**src/rtl/vga_timing_pkg.sv**
```systemverilog
// vga_timing_pkg: shared 640x480@60 timing constants, sync positions and polarity encoding
package vga_timing_pkg;
    localparam int CNT_W     = 10;
    localparam int MAX_TOTAL = 1 << CNT_W;
    typedef logic [CNT_W-1:0] coord_t;
    localparam bit SYNC_ACTIVE_LOW  = 1'b0;
    localparam bit SYNC_ACTIVE_HIGH = 1'b1;
    localparam int DEF_CLK_DIV   = 2;
    localparam int DEF_H_DISPLAY = 640;
    localparam int DEF_H_FRONT   = 16;
    localparam int DEF_H_SYNC    = 96;
    localparam int DEF_H_BACK    = 48;
    localparam int DEF_V_DISPLAY = 480;
    localparam int DEF_V_FRONT   = 10;
    localparam int DEF_V_SYNC    = 2;
    localparam int DEF_V_BACK    = 33;
    localparam int DEF_H_TOTAL      = DEF_H_DISPLAY + DEF_H_FRONT + DEF_H_SYNC + DEF_H_BACK;
    localparam int DEF_V_TOTAL      = DEF_V_DISPLAY + DEF_V_FRONT + DEF_V_SYNC + DEF_V_BACK;
    localparam int DEF_H_SYNC_START = DEF_H_DISPLAY + DEF_H_FRONT;
    localparam int DEF_H_SYNC_END   = DEF_H_SYNC_START + DEF_H_SYNC;
    localparam int DEF_V_SYNC_START = DEF_V_DISPLAY + DEF_V_FRONT;
    localparam int DEF_V_SYNC_END   = DEF_V_SYNC_START + DEF_V_SYNC;
    // true when lo <= c < hi
    function automatic logic in_window(input coord_t c, input int lo, input int hi);
        return int'(c) >= lo && int'(c) < hi;
    endfunction
endpackage

```
**src/rtl/vga_sync_if.sv**
```systemverilog
// vga_sync_if: timing outputs from the sync generator to the pixel/frame-buffer consumers
interface vga_sync_if import vga_timing_pkg::*; ();
    coord_t pixel_x;
    coord_t pixel_y;
    logic   h_video_on;
    logic   v_video_on;
    logic   hsync;
    logic   vsync;
    logic   pixel_tick;
    logic   line_start;
    logic   frame_start;
    modport master (output pixel_x, pixel_y, h_video_on, v_video_on, hsync, vsync,
                    pixel_tick, line_start, frame_start);
    modport slave  (input  pixel_x, pixel_y, h_video_on, v_video_on, hsync, vsync,
                    pixel_tick, line_start, frame_start);
endinterface

```
**src/rtl/vga_sync_pixel_tick_gen.sv**
```systemverilog
// pixel_tick_gen: divides clk by CLK_DIV, adv is high in the last clock of each pixel period
module pixel_tick_gen import vga_timing_pkg::*; #(
    parameter int CLK_DIV = DEF_CLK_DIV
) (
    input  logic clk,
    input  logic rst_n,
    output logic adv
);
    localparam int W = CLK_DIV > 1 ? $clog2(CLK_DIV) : 1;
    localparam logic [W-1:0] LAST = W'(CLK_DIV - 1);

    logic [W-1:0] div_cnt_q, div_cnt_d;

    if (CLK_DIV < 1) begin : g_bad_div
        $error("pixel_tick_gen: CLK_DIV must be at least 1");
    end

    // wrap the divider on the advance clock
    always_comb begin
        adv       = div_cnt_q == LAST;
        div_cnt_d = adv ? '0 : div_cnt_q + 1'b1;
    end

    // divider register
    always_ff @(posedge clk or negedge rst_n) begin
        if (!rst_n) div_cnt_q <= '0;
        else        div_cnt_q <= div_cnt_d;
    end
endmodule

```
**src/rtl/vga_sync.sv**
```systemverilog
// vga_sync: VGA horizontal/vertical timing generator with registered, mutually aligned outputs
module vga_sync import vga_timing_pkg::*; #(
    parameter int CLK_DIV   = DEF_CLK_DIV,
    parameter int H_DISPLAY = DEF_H_DISPLAY,
    parameter int H_FRONT   = DEF_H_FRONT,
    parameter int H_SYNC    = DEF_H_SYNC,
    parameter int H_BACK    = DEF_H_BACK,
    parameter int V_DISPLAY = DEF_V_DISPLAY,
    parameter int V_FRONT   = DEF_V_FRONT,
    parameter int V_SYNC    = DEF_V_SYNC,
    parameter int V_BACK    = DEF_V_BACK,
    parameter bit SYNC_POL  = SYNC_ACTIVE_LOW
) (
    input  logic       clk,
    input  logic       rst_n,
    vga_sync_if.master vga
);
    localparam int H_TOTAL      = H_DISPLAY + H_FRONT + H_SYNC + H_BACK;
    localparam int V_TOTAL      = V_DISPLAY + V_FRONT + V_SYNC + V_BACK;
    localparam int H_SYNC_START = H_DISPLAY + H_FRONT;
    localparam int H_SYNC_END   = H_SYNC_START + H_SYNC;
    localparam int V_SYNC_START = V_DISPLAY + V_FRONT;
    localparam int V_SYNC_END   = V_SYNC_START + V_SYNC;
    localparam coord_t H_LAST   = coord_t'(H_TOTAL - 1);
    localparam coord_t V_LAST   = coord_t'(V_TOTAL - 1);

    if (H_TOTAL > MAX_TOTAL || V_TOTAL > MAX_TOTAL) begin : g_bad_totals
        $error("vga_sync: H_TOTAL/V_TOTAL exceed the 10-bit counter range");
    end

    logic   adv, h_wrap, v_wrap;
    coord_t x_q, x_d, y_q, y_d;
    logic   h_video_on_q, h_video_on_d, v_video_on_q, v_video_on_d;
    logic   hsync_q, hsync_d, vsync_q, vsync_d;
    logic   pixel_tick_q, pixel_tick_d, line_start_q, line_start_d;
    logic   frame_start_q, frame_start_d;

    pixel_tick_gen #(.CLK_DIV(CLK_DIV)) u_tick (
        .clk   (clk),
        .rst_n (rst_n),
        .adv   (adv)
    );

    // next counters, and decodes taken from the next counters so outputs stay aligned
    always_comb begin
        h_wrap        = x_q == H_LAST;
        v_wrap        = y_q == V_LAST;
        x_d           = adv ? (h_wrap ? '0 : x_q + 1'b1) : x_q;
        y_d           = (adv && h_wrap) ? (v_wrap ? '0 : y_q + 1'b1) : y_q;
        h_video_on_d  = int'(x_d) < H_DISPLAY;
        v_video_on_d  = int'(y_d) < V_DISPLAY;
        hsync_d       = in_window(x_d, H_SYNC_START, H_SYNC_END) ? SYNC_POL : ~SYNC_POL;
        vsync_d       = in_window(y_d, V_SYNC_START, V_SYNC_END) ? SYNC_POL : ~SYNC_POL;
        pixel_tick_d  = adv;
        line_start_d  = adv && h_wrap;
        frame_start_d = adv && h_wrap && v_wrap;
    end

    // output/state registers; reset lands on pixel (0,0) with syncs inactive
    always_ff @(posedge clk or negedge rst_n) begin
        if (!rst_n) begin
            x_q           <= '0;
            y_q           <= '0;
            h_video_on_q  <= 1'b1;
            v_video_on_q  <= 1'b1;
            hsync_q       <= ~SYNC_POL;
            vsync_q       <= ~SYNC_POL;
            pixel_tick_q  <= 1'b0;
            line_start_q  <= 1'b0;
            frame_start_q <= 1'b0;
        end else begin
            x_q           <= x_d;
            y_q           <= y_d;
            h_video_on_q  <= h_video_on_d;
            v_video_on_q  <= v_video_on_d;
            hsync_q       <= hsync_d;
            vsync_q       <= vsync_d;
            pixel_tick_q  <= pixel_tick_d;
            line_start_q  <= line_start_d;
            frame_start_q <= frame_start_d;
        end
    end

    assign vga.pixel_x     = x_q;
    assign vga.pixel_y     = y_q;
    assign vga.h_video_on  = h_video_on_q;
    assign vga.v_video_on  = v_video_on_q;
    assign vga.hsync       = hsync_q;
    assign vga.vsync       = vsync_q;
    assign vga.pixel_tick  = pixel_tick_q;
    assign vga.line_start  = line_start_q;
    assign vga.frame_start = frame_start_q;
endmodule

```
**src/flat_wrapper.sv**
```systemverilog
// flat-port wrapper written by rule: the top's interface ports become plain ports
module vga_sync_flat import vga_timing_pkg::*;
#(
    parameter int CLK_DIV   = DEF_CLK_DIV,
    parameter int H_DISPLAY = DEF_H_DISPLAY,
    parameter int H_FRONT   = DEF_H_FRONT,
    parameter int H_SYNC    = DEF_H_SYNC,
    parameter int H_BACK    = DEF_H_BACK,
    parameter int V_DISPLAY = DEF_V_DISPLAY,
    parameter int V_FRONT   = DEF_V_FRONT,
    parameter int V_SYNC    = DEF_V_SYNC,
    parameter int V_BACK    = DEF_V_BACK,
    parameter bit SYNC_POL  = SYNC_ACTIVE_LOW
)
  (clk, rst_n, vga_pixel_x, vga_pixel_y, vga_h_video_on, vga_v_video_on, vga_hsync, vga_vsync, vga_pixel_tick, vga_line_start, vga_frame_start);
  vga_sync_if vga_i ();
  input  logic clk;
  input  logic rst_n;
  output wire logic [$bits(vga_i.pixel_x)-1:0] vga_pixel_x;
  output wire logic [$bits(vga_i.pixel_y)-1:0] vga_pixel_y;
  output wire logic [$bits(vga_i.h_video_on)-1:0] vga_h_video_on;
  output wire logic [$bits(vga_i.v_video_on)-1:0] vga_v_video_on;
  output wire logic [$bits(vga_i.hsync)-1:0] vga_hsync;
  output wire logic [$bits(vga_i.vsync)-1:0] vga_vsync;
  output wire logic [$bits(vga_i.pixel_tick)-1:0] vga_pixel_tick;
  output wire logic [$bits(vga_i.line_start)-1:0] vga_line_start;
  output wire logic [$bits(vga_i.frame_start)-1:0] vga_frame_start;
  assign vga_pixel_x = vga_i.pixel_x;
  assign vga_pixel_y = vga_i.pixel_y;
  assign vga_h_video_on = vga_i.h_video_on;
  assign vga_v_video_on = vga_i.v_video_on;
  assign vga_hsync = vga_i.hsync;
  assign vga_vsync = vga_i.vsync;
  assign vga_pixel_tick = vga_i.pixel_tick;
  assign vga_line_start = vga_i.line_start;
  assign vga_frame_start = vga_i.frame_start;
  vga_sync #(.CLK_DIV(CLK_DIV), .H_DISPLAY(H_DISPLAY), .H_FRONT(H_FRONT), .H_SYNC(H_SYNC), .H_BACK(H_BACK), .V_DISPLAY(V_DISPLAY), .V_FRONT(V_FRONT), .V_SYNC(V_SYNC), .V_BACK(V_BACK), .SYNC_POL(SYNC_POL)) u_core (.clk(clk), .rst_n(rst_n), .vga(vga_i));
endmodule
```
**config.mk**
```make
export PLATFORM = sky130hd
export DESIGN_NAME = vga_sync_flat
export DESIGN_NICKNAME = d
export VERILOG_FILES = /design/src/rtl/vga_timing_pkg.sv /design/src/rtl/vga_sync_if.sv /design/src/rtl/vga_sync_pixel_tick_gen.sv /design/src/rtl/vga_sync.sv /design/src/flat_wrapper.sv
export SDC_FILE = /design/constraint.sdc
export NUM_CORES = 1
export LEC_CHECK = 0
export ABC_AREA = 0
export CORE_MARGIN = 3
export CORE_UTILIZATION = 51
export DETAILED_ROUTE_END_ITERATION = 10
export PLACE_DENSITY = 0.82
export SLEW_MARGIN = 20
export SYNTH_ARGS = -nofsm -noshare
export SYNTH_HDL_FRONTEND = slang
export SYNTH_SLANG_ARGS = --single-unit
export TNS_END_PERCENT = 20
```
**constraint.sdc**
```tcl
create_clock -name clk -period 2.56 [get_ports clk]
set_clock_uncertainty 0.1 [all_clocks]
set_input_delay 0.512 -clock clk [delete_from_list [all_inputs] [get_ports clk]]
set_output_delay 0.512 -clock clk [all_outputs]
set_load 0.02 [all_outputs]
```
==> results of run 1 <==
==> registers in the layout (all words and copies together), names as in the netlist <==
register / cells
u_core.vga.pixel_x: 10
u_core.vga.pixel_y: 10
u_core.u_tick.adv: 1
u_core.vga.v_video_on: 1
u_core.vga.h_video_on: 1
u_core.vga.line_start: 1
u_core.vga.frame_start: 1
u_core.vga.hsync: 1
u_core.vga.vsync: 1
u_core.vga.pixel_tick: 1
==> logic make-up after synthesis <==
family | count (synthesis)
xor+xnor | 8
fa+ha+maj | 3
compound gates | 32
flops | 28
simple gates | 69
buf+inv | 16
mux | 2
==> where the power goes <==
part / switching, mW / total [mW] / internal [mW]
combinational: 0.00823 / 0.0106 / 0.00233
clock: 0.127 / 0.214 / 0.0870
sequential: 0 / 0.443 / 0.443
total: 0.135 / 0.667 / 0.532
==> cells in the mapped netlist (all sizes together) (4+ instances only) <==
| cell type | number | area [µm²] |
|---|---|---|
| buf | 5 | 25.0 |
| nand4 | 5 | 31.3 |
| o21ai | 15 | 75.1 |
| dfstp | 4 | 105 |
| nand2 | 18 | 67.6 |
| clkbuf | 4 | 15.0 |
| nand3 | 9 | 45.0 |
| inv | 6 | 22.5 |
| and3 | 4 | 30.0 |
| xnor2 | 5 | 43.8 |
| nor2 | 9 | 36.3 |
| nor3 | 7 | 35.0 |
| a21oi | 4 | 20.0 |
| dfrtp | 24 | 601 |
==> stage by stage <==
stage | area [µm²] | cells | hold WS, ns | total power [mW] | setup WS, ns
after floorplan | 1500 | 158 | 0.116 | 0.451 | 0.285
after global routing | 1830 | 214 | 0.436 | 0.699 | 0.0205
after global placement | 1790 | 210 | 0.392 | 0.462 | 0.320
after detailed placement | 1790 | 210 | 0.416 | 0.462 | 0.238
final | 1830 | 214 | 0.441 | 0.667 | 0.186
after CTS | 1830 | 214 | 0.442 | 0.671 | 0.170
==> worst max-delay path: stages (launching register included) <==
cell and delay [ns]:
dfrtp_1 0.43, ha_1 0.23, and3_4 0.24, nand4b_4 0.10, buf_4 0.18, or3_1 0.37, a222oi_1 0.44, o2111ai_1 0.20
==> worst paths after layout <==
path | from | to | slack (ns) | depth (start not counted)
max | u_core.vga.pixel_x[0]$_DFF_PN0_ | u_core.vga.vsync$_DFF_PN1_ | 0.19 | 7
min | rst_n | u_core.vga.pixel_y[7]$_DFF_PN0_ | 0.44 | 2
max reg2reg | u_core.vga.pixel_x[0]$_DFF_PN0_ | u_core.vga.vsync$_DFF_PN1_ | 0.19 | 7
min reg2reg | u_core.u_tick.adv$_DFF_PN0_ | u_core.vga.pixel_tick$_DFF_PN0_ | 0.44 | 0
max in group asynchronous | rst_n | u_core.vga.h_video_on$_DFF_PN1_ | 1.62 | 2
min in group clk | u_core.u_tick.adv$_DFF_PN0_ | u_core.vga.pixel_tick$_DFF_PN0_ | 0.44 | 0
==> metal layers <==
layer / wire [µm] / up-vias / global-route usage
met5: 0 / - / 0
met4: 32 / 0 / 0.0791
met3: 208 / 4 / 0.0324
met2: 1570 / 54 / 0.321
met1: 1420 / 611 / 0.256
li1: - / 621 / -
==> final cells by class <==
type | instances | share of cell area
clock buffers | 4 | 0.0198
inverters | 7 | 0.0144
multi-input cells | 114 | 0.398
flip-flops and latches | 28 | 0.386
well taps | 31 | 0.0212
repair buffers | 30 | 0.161
==> reports/results.tsv, run 1 <==
metric	value	unit
Post-Syn Area	1500	µm²
final wirelength	3230	µm
clk buf depth	2	
DR pass1 iterations	4	
initial antenna violation count	0	
Finished Core Util	0.658	
I/O Pins	29	
asr flop ratio synth	1.00	
total gr overflow	0	
RSZ-0062 raised after global routing	false	
CP max FO	10	
post-synthesis sequential area ratio	0.470	
synthesized instance count	158	
Worst Path Class, Setup	flip-flop to flip-flop	
# setup viols final	0	
min cycle time layout	2.37	ns
CTS tree	done	
number of global-route vias before repair	1213	
startpoint types	flip-flop	
Synth Net Count	163	
Vert. Die Dim	60.2	µm
DIE AREA	3630	µm²
VDD IR max	0.300	mV
Setup TNS Final	0	ns
Yosys warning total	0	
number of clock sinks	28	
Cell variety after synth	44	
Worst Path Required	2.69	ns
Port Buffers	28	
Simple-Gate Fraction of Synth Area	0.265	
Max Cap Viol	0	
FILL cells	237	
Final Hold Viols	0	
Worst Tran Pin Value	0.598	ns
FF/Latch Area	706	µm²
Post-CTS Hold Buffers	0	
routed length per instance	15.1	µm
vias per cell	6.03	
Slew HR	0.598	
Compound-Gate Fraction of Synth Area	0.135	
DRT iter0 DRCs	36	
largest family of logic cells by synthesized area	simple AND/OR/NAND/NOR gates	
status	completed	
Fmax	421	MHz
Setup crit end kind	flip-flop	
clock buffer count from CTS	3	
Die Width	60.2	µm
H-tree Lvls	1	
root buffer cell	clkbuf_4	
mux contribution to synthesized area	0.0133	
Yosys reg bits	28	
final max-slew violation count	0	
DR vias	1290	
clock slew at reported path FFs	0.15	ns
gr usage total	0.196	
Clock Latency Late Sink	0.32	ns
post-route ant nets	0	
PwrDens	364	nW/µm²
HPWL after detailed placement	2370	µm
pin count of the biggest net entering global routing	29	
area share of fa/ha/maj cells after synthesis	0.0250	
starting density of the core	0.539	
most frequent cells in the layout	clkdlybuf4s50_1, dfrtp_1, nand2_1, o21ai_0, nand3_1	
Final GP Congestion	0.920	
Post-synth EDFFs	0	
cts repair resizes	0	
share of layout cells above drive strength 1	0.0929	
Nets	189	
DRC	0	
site row count	19	
Post-synth top flop	dfrtp_1	
Leak	0.751	nW
CP Data Arrival Time	2.51	ns
leading cell type in the layout, fill and taps excluded	clkdlybuf4s50_1	
hold crit path type	input pin to asynchronous set/reset pin	
final worst path period share	0.927	
Core ar.	2780	µm²
Mapped Avg Cell Area	9.49	µm²
global-route wire length before repair	5350	µm
Post-CTS Setup Bufs	0	
Area Growth Syn to Fin	22.0	%
Multi-input gate area	728	µm²
Post-Synth XOR/XNOR Area	0.0467	
ANT cells	0	
Power figures use the tool's default switching activity.
==> inputs of run 2 (changes only) <==
--- a/config.mk
+++ b/config.mk
@@ -14,4 +14,4 @@
 export SYNTH_ARGS = -nofsm -noshare
 export SYNTH_HDL_FRONTEND = slang
 export SYNTH_SLANG_ARGS = --single-unit
-export TNS_END_PERCENT = 20
+export TNS_END_PERCENT = 30
==> constraint.sdc (replaced) <==
create_clock -name clk -period 2.56 [get_ports clk]
set_clock_uncertainty 0.1 [all_clocks]
set_input_delay 0.64 -clock clk [delete_from_list [all_inputs] [get_ports clk]]
set_output_delay 0.64 -clock clk [all_outputs]
set_load 0.02 [all_outputs]
==> results of run 2 <==
Same layout as run 1 (identical final DEF). Status: completed.
Among the figures that moved: hold slack 0.441 ns -> 0.443 ns
==> inputs of run 3 (changes only) <==
--- a/config.mk
+++ b/config.mk
@@ -10,7 +10,6 @@
 export CORE_UTILIZATION = 51
 export DETAILED_ROUTE_END_ITERATION = 10
 export PLACE_DENSITY = 0.82
-export SLEW_MARGIN = 20
 export SYNTH_ARGS = -nofsm -noshare
 export SYNTH_HDL_FRONTEND = slang
 export SYNTH_SLANG_ARGS = --single-unit
==> results of run 3 <==
Same layout as run 1 (identical final DEF). Status: completed.
Among the figures that moved: hold slack 0.441 ns -> 0.443 ns
